--- config.mk ---
export PLATFORM = sky130hd
export DESIGN_NAME = fifo_rd_stream_adapter
export DESIGN_NICKNAME = d
export VERILOG_FILES = /design/src/rtl/fifo_rd_stream_adapter.sv
export SDC_FILE = /design/constraint.sdc
export NUM_CORES = 1
export LEC_CHECK = 0
export ABC_AREA = 0
export CORE_AREA = 2 2 71 73
export CTS_BUF_LIST = sky130_fd_sc_hd__clkbuf_4 sky130_fd_sc_hd__clkbuf_8
export DETAILED_ROUTE_END_ITERATION = 12
export DIE_AREA = 0 0 73 75
export PLACE_DENSITY = 0.77
export RECOVER_POWER = 100
export SYNTH_ARGS = -nofsm -noshare
export SYNTH_HDL_FRONTEND = slang
export SYNTH_SLANG_ARGS = --single-unit
--- constraint.sdc ---
create_clock -name Clk -period 5.9 [get_ports Clk]
set_clock_uncertainty 0.1 [all_clocks]
set_input_delay 0.59 -clock Clk [delete_from_list [all_inputs] [get_ports Clk]]
set_output_delay 0.59 -clock Clk [all_outputs]
set_load 0.005 [all_outputs]
--- src/rtl/fifo_rd_stream_adapter.sv ---
// Turns the async FIFO read port (empty / rd_en / rd_data one cycle later) into a registered valid/ready stream.
// Optional saturating accepted-word counter: define RD_ADAPT_XFER_CNT_EN.
module fifo_rd_stream_adapter #(
  parameter int d_width   = 16,
  parameter int BUF_DEPTH = 2,
  parameter int CNT_W     = 16
) (
  input  logic                           Clk,
  input  logic                           Reset,
  input  logic                           fifo_empty,
  output logic                           fifo_rd_en,
  input  logic [d_width-1:0]             fifo_rd_data,
  output logic                           m_valid,
  input  logic                           m_ready,
  output logic [d_width-1:0]             m_data,
  output logic [$clog2(BUF_DEPTH+1)-1:0] occ,
  output logic [CNT_W-1:0]               xfer_cnt
);
  localparam int OCC_W  = $clog2(BUF_DEPTH + 1);
  localparam int PTR_W  = $clog2(BUF_DEPTH);
  localparam int CRED_W = OCC_W + 1;

  logic [d_width-1:0] buf_r [BUF_DEPTH];
  logic [PTR_W-1:0]   wr_ptr_r;
  logic [PTR_W-1:0]   rd_ptr_r;
  logic [PTR_W-1:0]   rd_ptr_nx_s;
  logic [OCC_W-1:0]   occ_r;
  logic [OCC_W-1:0]   occ_after_pop_s;
  logic [OCC_W-1:0]   occ_nx_s;
  logic [CRED_W-1:0]  credit_s;
  logic               inflight_r;
  logic               m_valid_r;
  logic [d_width-1:0] m_data_r;
  logic [d_width-1:0] head_nx_s;
  logic               pop_s;
  logic               rd_en_s;

  function automatic logic [PTR_W-1:0] ptr_inc(input logic [PTR_W-1:0] p);
    if (p == PTR_W'(BUF_DEPTH - 1)) begin
      ptr_inc = {PTR_W{1'b0}};
    end else begin
      ptr_inc = p + PTR_W'(1);
    end
  endfunction

  // Read issue, occupancy update and the next head word.
  always_comb begin
    pop_s           = m_valid_r & m_ready;
    credit_s        = CRED_W'(occ_r) + CRED_W'(inflight_r);
    rd_en_s         = ~Reset & ~fifo_empty & ((credit_s < CRED_W'(BUF_DEPTH)) | pop_s);
    rd_ptr_nx_s     = pop_s ? ptr_inc(rd_ptr_r) : rd_ptr_r;
    occ_after_pop_s = occ_r - OCC_W'(pop_s);
    occ_nx_s        = occ_after_pop_s + OCC_W'(inflight_r);
    // A word landing in an otherwise empty buffer becomes the head directly.
    head_nx_s       = (inflight_r && (occ_after_pop_s == {OCC_W{1'b0}})) ?
                      fifo_rd_data : buf_r[rd_ptr_nx_s];
  end

  assign fifo_rd_en = rd_en_s;
  assign m_valid    = m_valid_r;
  assign m_data     = m_data_r;
  assign occ        = occ_r;

  // Control state and the registered stream outputs.
  always_ff @(posedge Clk) begin
    if (Reset) begin
      occ_r      <= {OCC_W{1'b0}};
      inflight_r <= 1'b0;
      wr_ptr_r   <= {PTR_W{1'b0}};
      rd_ptr_r   <= {PTR_W{1'b0}};
      m_valid_r  <= 1'b0;
      m_data_r   <= {d_width{1'b0}};
    end else begin
      inflight_r <= rd_en_s;
      occ_r      <= occ_nx_s;
      rd_ptr_r   <= rd_ptr_nx_s;
      if (inflight_r) begin
        wr_ptr_r <= ptr_inc(wr_ptr_r);
      end
      m_valid_r  <= (occ_nx_s != {OCC_W{1'b0}});
      m_data_r   <= head_nx_s;
    end
  end

  // Skid storage: returning FIFO data is written at the write pointer.
  always_ff @(posedge Clk) begin
    if (inflight_r && !Reset) begin
      buf_r[wr_ptr_r] <= fifo_rd_data;
    end
  end

`ifdef RD_ADAPT_XFER_CNT_EN
  logic [CNT_W-1:0] xfer_cnt_r;

  // Saturating count of accepted words; cleared only by Reset.
  always_ff @(posedge Clk) begin
    if (Reset) begin
      xfer_cnt_r <= {CNT_W{1'b0}};
    end else if (pop_s && (xfer_cnt_r != {CNT_W{1'b1}})) begin
      xfer_cnt_r <= xfer_cnt_r + CNT_W'(1);
    end
  end

  assign xfer_cnt = xfer_cnt_r;
`else
  assign xfer_cnt = {CNT_W{1'b0}};
`endif

endmodule
==> flow_results.org <==
** Run status
- Run status :: finished, violations left
- Violated checks :: max-capacitance violations, max-slew violations

** Timing
- Setup violations remaining at the end of the flow were counted as 0.
- Final hold violation count :: 0
- Maximum operating frequency :: 282 MHz
- After layout, the worst path uses between 60% and 70% of the clock period.
- Headroom to the max-slew limit :: -51.9%
- Once routing completed, OpenROAD measured the worst setup slack at about 2300 ps.
- At the pin with the least slew margin, the transition time is 2270 ps.
- Final Hold Slack :: around 450 ps
- Setup repair after global routing left no endpoint under its margin.
- After routing, the total negative slack on setup checks comes to 0 ps.
- Slew Viols, Final :: 17
- Counting I/O delays and the setup requirement, the final critical path takes 3550 ps.

** Clocking
- In this run, CTS created clock tree buffers numbering 5.
- Hold_buf cts :: 0
- Clock slew at the register clock pins of the worst setup and hold paths :: 90 ps
- The clock tree synthesis step divided the H-tree into 2 levels.
- Clock latency on the worst-skew pair, taken at its later pin, is 300 ps.
- Post-CTS sizing :: 0
- Maximum buffer depth of the clock tree :: 2
- Num Clock Sinks :: 54
- Post-CTS timing repair inserted 0 buffers for setup.
- TritonCTS built the clock tree.
- Cell at the root of the clock tree :: sky130_fd_sc_hd__clkbuf_8

** Worst setup path
- At the worst endpoint, the required time is between 5000 and 6000 ps.
- The endpoint identified for the worst register-to-register timing path is buf_r[0][9].
- Crit Reg-Reg Startpoint :: inflight_r
- CP endpoint kind :: flip-flop
- Worst Reg-to-Reg Cells :: 1
- On the worst path, the slowest cell contributes a delay of around 1900 ps.
- Crit path capture :: buf_r[0][9]
- Along the worst path, the maximum fanout reaches 24.
- Reg-to-reg setup timing slack :: about 3200 ps
- The critical path crosses 2 cells after its start point.
- Traced cell by cell, the critical path runs through dlygate4sd3_1 -> nor3b_1.
- Startpoint type of the worst setup path :: primary input
- On the critical path the largest part of the delay comes from simple AND/OR/NAND/NOR gates.
- Among all stages on the critical path, the largest delay is contributed by sky130_fd_sc_hd__nor3b_1.
- In this run the worst setup path begins at Reset.
- Data on the critical path arrives at its endpoint at between 3000 and 4000 ps.
- Setup CP Type :: in -> reg
- The number of buffers and inverters on the critical path is 1.

** Synthesis
- Library cells used by synthesis :: 30
- Of all flip-flops after synthesis, the portion carrying an async set or reset was 0%.
- Main flop type after synthesis :: sky130_fd_sc_hd__edfxtp_1
- EDFF count, synth :: 32
- The synthesized design contains 54 register bits.
- Of the synthesized area, sequential elements account for 61.1%.
- A synthesized cell averages about 12 um2.
- Count of synthesis-stage warnings from yosys :: 0
- Netlist area before placement :: 2290 um2
- Instance count of the mapped netlist :: ~190

** Routing
- Initial DRT Pass Iterations :: 4
- The first routing iteration left 106 violations.
- Post-detailed-route DRC marker count :: 0
- Via density :: ~5.5
- Wire length after detailed routing :: between 4 and 5 mm
- Residual antenna-violating net count after detailed routing :: 0
- After detailed routing, the average wire length per cell comes to 15.4 um.
- Detailed routing inserted a total of between 1500 and 2000 vias.

** Place
- HPWL after detailed placement :: 2.74 mm
- Summing all placed instances gives a cell area of around 2600 um2.
- Setup WS pre-CTS :: 2730 ps
- Quantity of I/O buffers inserted on ports :: 39
- Including well taps, the total number of placed cells is 270.
- Global placer's final weighted congestion :: 0.742

** Worst hold path
- Worst hold start :: buf_r[1][14]
- The worst hold path passes through 2 cells.
- Min-Delay Path Class :: reg -> reg

** Global route
- Global routing finished with a remaining overflow of 0.
- The number of global-route vias before repair was 1454.
- Number of antenna violations at the first check in global routing :: 0
- Global routing consumed, over all layers together, roughly 17% of the routing resources.
- Entering global routing, the biggest net connects 33 pins.
- The first global-routing pass estimated around 6.9 mm of wire.

** Cells and area
- The net count of the finished layout is between 200 and 250.
- Utilization of the core after routing :: between 50% and 60%
- Final Instance Area :: roughly 2700 um2
- The post-route netlist has under 10% of its cells at a drive strength greater than 1.
- 0 antenna diodes ended up in the layout.
- Leaving out filler cells and counting taps, the final layout contains 278.
- From synthesis to final layout, the design area changed by 17.5%.

** Die
- The die covers 5480 um2.
- For this design the top-level I/O count stands at 56.
- In this run the horizontal extent of the chip is between 70 and 80 um.
- Die boundary height :: ~75 um
- Floorplan Core Area :: ~4700 um2
- Initial Utilization :: between 40% and 50%
- # rows :: 25

** Power and ir drop
- Peak supply drop :: ~0.19 mV
- Power density over the cells :: ~340 nW/um2
- In this run the static leakage power is 1.03 nW.
- Total power for the finished layout comes to about 930 uW.

** Run
- Maximum capacitance violations :: 1
==> cell usage after synthesis (3+ instances only) <==
cell                        count  area, um2
sky130_fd_sc_hd__edfxtp_1      32        961
sky130_fd_sc_hd__dfxtp_1       22        440
sky130_fd_sc_hd__buf_4         18        135
sky130_fd_sc_hd__nand2_1       16       60.1
sky130_fd_sc_hd__nand3_1       16       80.1
sky130_fd_sc_hd__nand4_1       16        100
sky130_fd_sc_hd__o2111ai_1     15        131
sky130_fd_sc_hd__nor2b_1       12       75.1
sky130_fd_sc_hd__buf_2          7       35.0
sky130_fd_sc_hd__and2b_1        5       37.5
sky130_fd_sc_hd__buf_6          3       33.8
sky130_fd_sc_hd__xnor2_1        3       26.3
==> per-layer routing <==
layer / track usage [%] / wire, um
met1: 21.1 / 1850
met5: 0 / 0
met2: 28.4 / 2120
met4: 5.56 / 21
met3: 4.95 / 298
==> state kept, by name, summed over array words and instances, names as in the netlist <==
register	count
occ	2
buf_r	32
inflight_r	1
rd_ptr_r	1
wr_ptr_r	1
m_data	16
m_valid	1
==> layout by cell type (no fill, tap or decap) <==
master                            count
sky130_fd_sc_hd__clkbuf_8             5
sky130_fd_sc_hd__inv_1                3
sky130_fd_sc_hd__nand3b_1             2
sky130_fd_sc_hd__nor3b_1              1
sky130_fd_sc_hd__nand4_1             16
sky130_fd_sc_hd__a21boi_2             1
sky130_fd_sc_hd__dfxtp_1             22
sky130_fd_sc_hd__conb_1              16
sky130_fd_sc_hd__o21a_1               1
sky130_fd_sc_hd__nor3_1               2
sky130_fd_sc_hd__a21bo_2              1
sky130_fd_sc_hd__and3_1               1
sky130_fd_sc_hd__clkdlybuf4s50_1      1
sky130_fd_sc_hd__dlygate4sd3_1       38
sky130_fd_sc_hd__nand2_1             16
sky130_fd_sc_hd__nand3_1             16
sky130_fd_sc_hd__buf_4                1
sky130_fd_sc_hd__and2_0               2
sky130_fd_sc_hd__nor2_1               2
sky130_fd_sc_hd__edfxtp_1            32
sky130_fd_sc_hd__a21oi_1              2
sky130_fd_sc_hd__and2b_1              5
sky130_fd_sc_hd__clkinv_2             1
sky130_fd_sc_hd__xnor2_1              3
sky130_fd_sc_hd__o2111ai_2            1
sky130_fd_sc_hd__and3b_1              1
sky130_fd_sc_hd__nor2b_1             12
sky130_fd_sc_hd__ha_1                 2
sky130_fd_sc_hd__clkinv_1             1
sky130_fd_sc_hd__o2111ai_1           15
sky130_fd_sc_hd__nor4bb_2             1
sky130_fd_sc_hd__clkbuf_4             1
==> logic make-up after synthesis <==
kind of cell / count (synthesis) / share of synthesized area, %
AO/OA/AOI/OAI: 21 / 8.07
XOR/XNOR: 3 / 1.15
adder cells (fa/ha/maj): 2 / 1.09
buffers and inverters: 33 / 9.71
flip-flops: 54 / 61.1
other: 1 / 0.163
AND/OR/NAND/NOR: 77 / 18.8
==> final cells by class <==
cell class	instances	area (um2)
well taps	54	67.6
flip-flops and latches	54	1400
repair buffers	40	398
inverters	3	11.3
clock buffers	6	76.3
clock inverters	2	8.76
multi-input cells	119	733
fillers	378	1960
==> power breakdown <==
group | switching [mW] | leakage (nW) | total [mW] | internal (mW)
Sequential | 0.0228 | 0.473 | 0.479 | 0.456
Clock | 0.110 | 0.0460 | 0.197 | 0.0864
Combinational | 0.132 | 0.506 | 0.253 | 0.121
Total | 0.266 | 1.03 | 0.928 | 0.663
==> how the worst min path moves through the flow <==
| stage | to | slack [ps] |
|---|---|---|
| after detailed placement | m_data[1] | 430 |
| after global placement | m_data[15] | 420 |
| after global routing | m_data[13] | 480 |
| after floorplan | m_data[12] | 400 |
| after CTS | m_data[14] | 460 |
| final | m_data[14] | 450 |
No activity file was read; power rests on OpenSTA's default activity.
